--- config.mk ---
export PLATFORM = sky130hd
export DESIGN_NAME = adder_share_arbiter
export DESIGN_NICKNAME = d
export VERILOG_FILES = /design/src/rtl/adder_share_arbiter.sv
export SDC_FILE = /design/constraint.sdc
export NUM_CORES = 1
export LEC_CHECK = 0
export CAP_MARGIN = 20
export CORE_MARGIN = 5
export CORE_UTILIZATION = 45
export CTS_BUF_LIST = sky130_fd_sc_hd__clkbuf_8 sky130_fd_sc_hd__clkbuf_16
export CTS_CLUSTER_SIZE = 30
export DETAILED_ROUTE_END_ITERATION = 8
export PLACE_DENSITY = 0.84
export SKIP_LAST_GASP = 1
export SYNTH_ARGS = -nofsm -noshare
export SYNTH_HDL_FRONTEND = slang
export SYNTH_SLANG_ARGS = --single-unit
--- constraint.sdc ---
create_clock -name i_clk -period 3.1 [get_ports i_clk]
set_input_delay 0.465 -clock i_clk [delete_from_list [all_inputs] [get_ports i_clk]]
set_output_delay 0.465 -clock i_clk [all_outputs]
set_load 0.05 [all_outputs]
--- src/rtl/adder_share_arbiter.sv ---
// Round-robin sequencer sharing one registered adder among N_REQ requesters.
// Accept -> response valid two cycles later; response held until its owner takes it, requests stall meanwhile.
module adder_share_arbiter #(
   parameter int N_REQ = 4,
   parameter int WIDTH = 32,
   parameter int ID_W  = $clog2(N_REQ)
) (
   input  logic                   i_clk,
   input  logic                   i_rst_n,
   input  logic [N_REQ-1:0]       i_req_valid,
   output logic [N_REQ-1:0]       o_req_ready,
   input  logic [N_REQ*WIDTH-1:0] i_req_a,
   input  logic [N_REQ*WIDTH-1:0] i_req_b,
   output logic [N_REQ-1:0]       o_rsp_valid,
   input  logic [N_REQ-1:0]       i_rsp_ready,
   output logic [WIDTH-1:0]       o_rsp_data,
   output logic                   o_rsp_carry,
   output logic [ID_W-1:0]        o_rsp_id,
   output logic                   o_busy,
   output logic [15:0]            o_op_count
);

   typedef enum logic [1:0] {IDLE, EXEC, RESP} state_t;

   state_t           state;
   logic [ID_W-1:0]  ptr;
   logic [ID_W-1:0]  win_id;
   logic             win_vld;
   logic [ID_W:0]    cand;
   logic [WIDTH-1:0] op_a;
   logic [WIDTH-1:0] op_b;
   logic [WIDTH-1:0] rsp_data;
   logic             rsp_carry;
   logic [ID_W-1:0]  rsp_id;
   logic [15:0]      op_count;
   logic             rsp_acc;

   // Scan from the highest offset down so the requester nearest the pointer wins.
   always_comb begin
      win_vld = 1'b0;
      win_id  = '0;
      cand    = '0;
      for (int i = N_REQ - 1; i >= 0; i--) begin
         cand = {1'b0, ptr} + (ID_W+1)'(i);
         if (cand >= (ID_W+1)'(N_REQ)) begin
            cand = cand - (ID_W+1)'(N_REQ);
         end
         if (i_req_valid[cand[ID_W-1:0]]) begin
            win_vld = 1'b1;
            win_id  = cand[ID_W-1:0];
         end
      end
   end

   assign rsp_acc = (state == RESP) && i_rsp_ready[rsp_id];

   always_ff @(posedge i_clk) begin
      if (!i_rst_n) begin
         state     <= IDLE;
         ptr       <= '0;
         op_a      <= '0;
         op_b      <= '0;
         rsp_data  <= '0;
         rsp_carry <= 1'b0;
         rsp_id    <= '0;
         op_count  <= '0;
      end else begin
         case (state)
            IDLE: begin
               if (win_vld) begin
                  op_a   <= i_req_a[int'(win_id)*WIDTH +: WIDTH];
                  op_b   <= i_req_b[int'(win_id)*WIDTH +: WIDTH];
                  rsp_id <= win_id;
                  state  <= EXEC;
               end
            end
            EXEC: begin
               {rsp_carry, rsp_data} <= {1'b0, op_a} + {1'b0, op_b};
               state                 <= RESP;
            end
            RESP: begin
               if (rsp_acc) begin
                  op_count <= op_count + 16'd1;
                  ptr      <= (rsp_id == ID_W'(N_REQ - 1)) ? '0 : rsp_id + ID_W'(1);
                  state    <= IDLE;
               end
            end
            default: state <= IDLE;
         endcase
      end
   end

   assign o_req_ready = (state == IDLE && win_vld) ? (N_REQ'(1) << win_id) : '0;
   assign o_rsp_valid = (state == RESP) ? (N_REQ'(1) << rsp_id) : '0;
   assign o_rsp_data  = rsp_data;
   assign o_rsp_carry = rsp_carry;
   assign o_rsp_id    = rsp_id;
   assign o_busy      = (state != IDLE);
   assign o_op_count  = op_count;

endmodule

Yosys cells after proc, flatten, opt, wreduce, memory -nomap -nowiden

Cells that the tools add are included.

Multiplexer cells: 28
Equal/unequal tests: 5
Reductions and logical operators: 7
$lt $le $gt $ge: 9
$add $sub $neg: 10
Shift-type cells: 4

Operators with widths:

| operator              | number |
|---|---|
| $shiftx 128x8->32     | 2 |
| $add 32x32->33        | 1 |
| $mux 2                | 11 |
| $add 16x1->16 const B | 1 |
| $lt 2x3->1 const B    | 5 |
| $bmux 1 s2            | 5 |
| $ge 3x3->1 const B    | 3 |
| $mux 1                | 9 |
| $mux 4                | 2 |
| $shl 1x2->4 const A   | 2 |
| $sub 2x1->2 const B   | 4 |
| $add 2x2->3 const B   | 2 |
| $pmux 2 s3            | 1 |
| $reduce_and 2->1      | 3 |
| $eq 2x2->1 const B    | 2 |
| $ne 2x2->1 const B    | 2 |
| $add 2x1->3 const B   | 1 |
| $ge 2x3->1 const B    | 1 |
| $add 2x1->2 const B   | 1 |
| $eq 2x1->1 const B    | 1 |
| $logic_and 1x1->1     | 2 |
| $logic_not 2->1       | 1 |
| $reduce_bool 2->1     | 1 |

Input bits: 266
Register bits: 119

Depth between registers and ports, before layout

Depth after elaboration: 11
Depth in mapped cells: 10
Depth with buffers taken out: 10

Worst setup path after synthesis

OpenSTA, ideal clock, no wires.

Path kind: reg2out
Start: register state[1]
End: output port o_req_ready[0]
Data arrival time: 2418 ps
Slack: 217 ps
Data required time: 2635 ps
Stages on the path, launching flop included: 6
Cell sequence: dfxtp_1 -> or2_2 -> a31o_2 -> clkbuf_1 -> clkbuf_1 -> nor3_1

Word-level cells in the longest chain between the ends: 3

Ends and longest elaborated chain:

| what                   | line | text |
|---|---|---|
| start, declared        | 25   | `state_t state;` |
| start signal, assigned | 59   | `state <= IDLE;` |
| start signal, assigned | 74   | `state <= EXEC;` |
| start signal, assigned | 79   | `state <= RESP;` |
| $logic_not 2->1        | 93   | `assign o_req_ready = (state == IDLE && win_vld) ? (N_REQ'(1) << win_id) : '0;` |
| $logic_and 1x1->1      | 93   |  |
| $mux 4                 | 93   |  |
| end, declared          | 11   | `output logic [N_REQ-1:0] o_req_ready,` |

No other way between the ends.

Final worst setup path

Start: input port i_req_valid[0]
End: output port o_req_ready[2]

Word-level cells in the longest chain between the ends: 8
Elaborated cells on any way between the ends: 19

Ends and longest elaborated chain:

| what                                                    | line | text |
|---|---|---|
| start, declared                                         | 10   | `input logic [N_REQ-1:0] i_req_valid,` |
| $bmux 1 s2                                              | 48   | `if (i_req_valid[cand[ID_W-1:0]]) begin` |
| $mux 1 (not written as such)                            | 48   |  |
| $mux 2 / $mux 1 (equally long branches) (4 in a row)    | 48   |  |
| $shl 1x2->4 / $logic_and 1x1->1 (equally long branches) | 93   |  |
| $mux 4 (*)                                              | 93   |  |

Mark *: on every way between the ends. The rest lies on a longest branch, timed or not. The select of a mux whose other input is x is not followed.

==> results_dict.tcl <==
set metrics [dict create \
    status "complete, no violations" \
    setup_viol 0 \
    worst_ir_drop_vdd_uv 404 \
    die_width_um 146 \
    grt_max_degree 92 \
    max_cap_viol_count 0 \
    synthFlopType "dfxtp_1" \
    powerDensity_mw_per_mm2 465 \
    diodes 0 \
    viasPerCell 5.46 \
    synthDistinctLibCells 61 \
    initial_core_util_pct 46.0 \
    r2r_end "o_rsp_data[30]$_SDFFE_PN0N_" \
    h-tree-depth 4 \
    globalRouteTotalUtil_pct 27.8 \
    critPathKind "in -> out" \
    power.net_switching_mw 2.00 \
    clock_latency_ns 0.42 \
    antenna_found_initial 0 \
    skew_ns 0.00688 \
    postRouteAntennaNets 0 \
    cp_data_arrival_time_ns 2.33 \
    post_cts_resized 0 \
    cts_buffer_depth 2 \
    ys_ff_latch 119 \
    yosys_warnings 0 \
    intPower_mw 3.73 \
    holdCritPathClass "in -> reg" \
    worst_setup_path_start_kind "primary input" \
    drt_first_iter_violations 676 \
    pwr-share-seq_pct 31.5 \
    worstPathRequired_ns 2.63 \
    drive_above_1_share_pct 5.01 \
    tightest_slew_ns 0.746 \
    fin_cells 1745 \
    use_met1_pct 37.2 \
    synthesis.area_mm2 0.00829 \
    clkTransAtPathRegs_ns 0.05 \
    leakagePower_nw 5.05 \
    grt-busiest-layer "met2" \
    cts.sinks 119 \
    num_io_pins 326 \
    reg2reg_depth 10 \
    crit_fanout 75 \
    holdCritStartpoint "i_rst_n" \
    switching_share_pct 34.9 \
    dr.pass1.iters 5 \
    synth_area_leader_cell "dfxtp_1" \
    cts_hold_buf 0 \
    async_reset_ff_share_pct 0 \
    placed_cells 1714 \
    cts_setup_buffers 0 \
    routed_wl_um 30900 \
    syn_area_per_cell_um2 6.76 \
    final_net_count 1808 \
    ys_seq_area_share_pct 28.8 \
    synth_top_area_share_pct 28.8 \
    whs_endpoint "o_rsp_carry$_SDFFE_PN0N_" \
    slew_violations 0 \
    holdPathStages 2 \
    synth_cells 1226 \
    core-area_mm2 0.0180 \
    met2_usage_pct 44.9 \
    finalHoldViolations 0 \
    wire_per_inst_um 17.7 \
    remaining_drc_errors 0 \
    fin_crit_sh_pct 90.0 \
    vias 9536 \
    fmax_mhz 358 \
    die-area_mm2 0.0212 \
    overflow 0 \
    dpl.hpwl_um 24700 \
    r2r_setup_slack_ns 0.39 \
    slew_headroom_pct 50.3 \
    grt_use_met3_pct 5.20 \
    areaGrowthSynthToFinish_pct 48.7 \
    r2r_start "op_a[0]$_SDFFE_PN0P_" \
    num_rows 49 \
    endpoint_kind "output port" \
    synthTopCellsByArea "dfxtp_1, nand2_1, nand3_1" \
    power_frac_comb_pct 35.0 \
    dieHeight_um 146 \
    grt_pass1_vias 8992 \
    power_frac_clock_pct 33.5 \
    cts_made_buffers 17 \
    synth_nets 1530 \
    portBuffers 325 \
    grt_pass1_wl_um 48200 \
    finalSetupTns_ns 0 \
    gp_congestion 0.926 \
    cts_tree "yes" \
    fin_crit_ns 2.79 \
    grt_setup_unrepaired "no" \
    ctsRootBufferMaster "clkbuf_16" \
    synth_edf_count 0 \
]
## worst max-delay path by stage
stage | from | end | slack [ns]
global placement | i_req_valid[0] | op_a[8]$_SDFFE_PN0P_ | 0.29
finish | i_req_valid[0] | o_req_ready[2] | 0.31
detailed placement | i_req_valid[0] | op_a[8]$_SDFFE_PN0P_ | 0.25
CTS | i_req_valid[0] | o_req_ready[2] | 0.35
global route | i_req_valid[1] | o_req_ready[2] | 0.19
floorplan | state[1]$_SDFFE_PN0P_ | o_req_ready[0] | 0.22
## cell usage after synthesis (all sizes together), types with 16 or more instances
| cell type | number |
|---|---|
| xor2 | 16 |
| nand2 | 386 |
| and2 | 29 |
| dfxtp | 119 |
| a21oi | 33 |
| o21ai | 47 |
| buf | 17 |
| ha | 37 |
| nand3 | 205 |
| xnor2 | 23 |
| a21boi | 74 |
| clkbuf | 71 |
| nor2 | 32 |
## worst max-delay path: stages
cell and delay (ns):
clkdlybuf4s50_1 0.44, nor2b_1 0.16, a21oi_1 0.13, nor2_1 0.10, a211oi_4 0.33, buf_12 0.31
nor3_1 0.09, buf_4 0.21
## layout by cell type (no fill, tap or decap), drive strengths merged, types with 5 or more instances in the layout
master | netlist | final
nor2 | 32 | 32
nand3 | 205 | 205
and3 | 6 | 6
nand2b | 6 | 6
nand4 | 14 | 14
dfxtp | 119 | 119
nand2 | 386 | 386
a21boi | 74 | 74
a31oi | 5 | 5
inv | 12 | 14
o21ai | 47 | 47
xor2 | 16 | 16
a21oi | 33 | 33
clkdlybuf4s50 | 0 | 320
o22ai | 5 | 5
xnor2 | 23 | 23
buf | 17 | 27
nor2b | 11 | 11
o21bai | 5 | 5
o211a | 5 | 5
clkinv | 0 | 6
nor3 | 9 | 9
ha | 37 | 37
clkbuf | 71 | 17
a21o | 15 | 15
and2 | 29 | 29
## flip-flops by register name, indices dropped and copies added (netlist names)
register,cells
o_op_count,16
o_rsp_data,32
o_rsp_id,2
o_rsp_carry,1
op_b,32
op_a,32
state,2
ptr,2
## per-layer routing
layer	wire (µm)	vias up
li1	-	4744
met1	13200	4368
met2	14400	370
met3	2230	54
met4	988	0
met5	0	-
## power groups by stage
stage / registers (mW) / logic, mW / clock network (mW)
after floorplan: 1.96 / 1.02 / 0
after global placement: 1.83 / 1.96 / 0
after detailed placement: 1.83 / 1.98 / 0
after CTS: 1.80 / 1.99 / 1.93
after global routing: 1.82 / 2.18 / 2.01
final: 1.80 / 2.00 / 1.91
## per-stage QoR
step	area, µm²	worst slack, ns	hold slack [ns]	utilization (%)	power (mW)
floorplan	8290	0.217	0.447	-	2.98
global placement	11700	0.293	0.433	65.1	3.79
detailed placement	11700	0.250	0.445	65.1	3.81
CTS	12300	0.346	0.430	68.3	5.73
global route	12300	0.192	0.444	68.3	6.01
finish	12300	0.309	0.450	68.3	5.72
## logic make-up (layout without fill, tap and decap cells)
| family | Yosys count | count (layout) | synth area share [%] |
|---|---|---|---|
| AO/OA/AOI/OAI | 216 | 216 | 17.8 |
| XOR/XNOR | 39 | 39 | 4.12 |
| adder cells (fa/ha/maj) | 38 | 38 | 5.83 |
| buffers and inverters | 100 | 390 | 4.77 |
| flip-flops | 119 | 119 | 28.8 |
| multiplexers | 5 | 5 | 0.755 |
| AND/OR/NAND/NOR | 709 | 709 | 38.0 |
## area by class of cell
type / instances / area, µm²
Inverter: 12 / 45.0
Multi-Input combinational cell: 1007 / 5560
Sequential cell: 119 / 2380
Fill cell: 1573 / 5710
Tap cell: 229 / 287
Clock buffer: 17 / 425
Timing Repair Buffer: 347 / 3470
Clock inverter: 14 / 153
No activity file was read; power rests on OpenSTA's default activity.
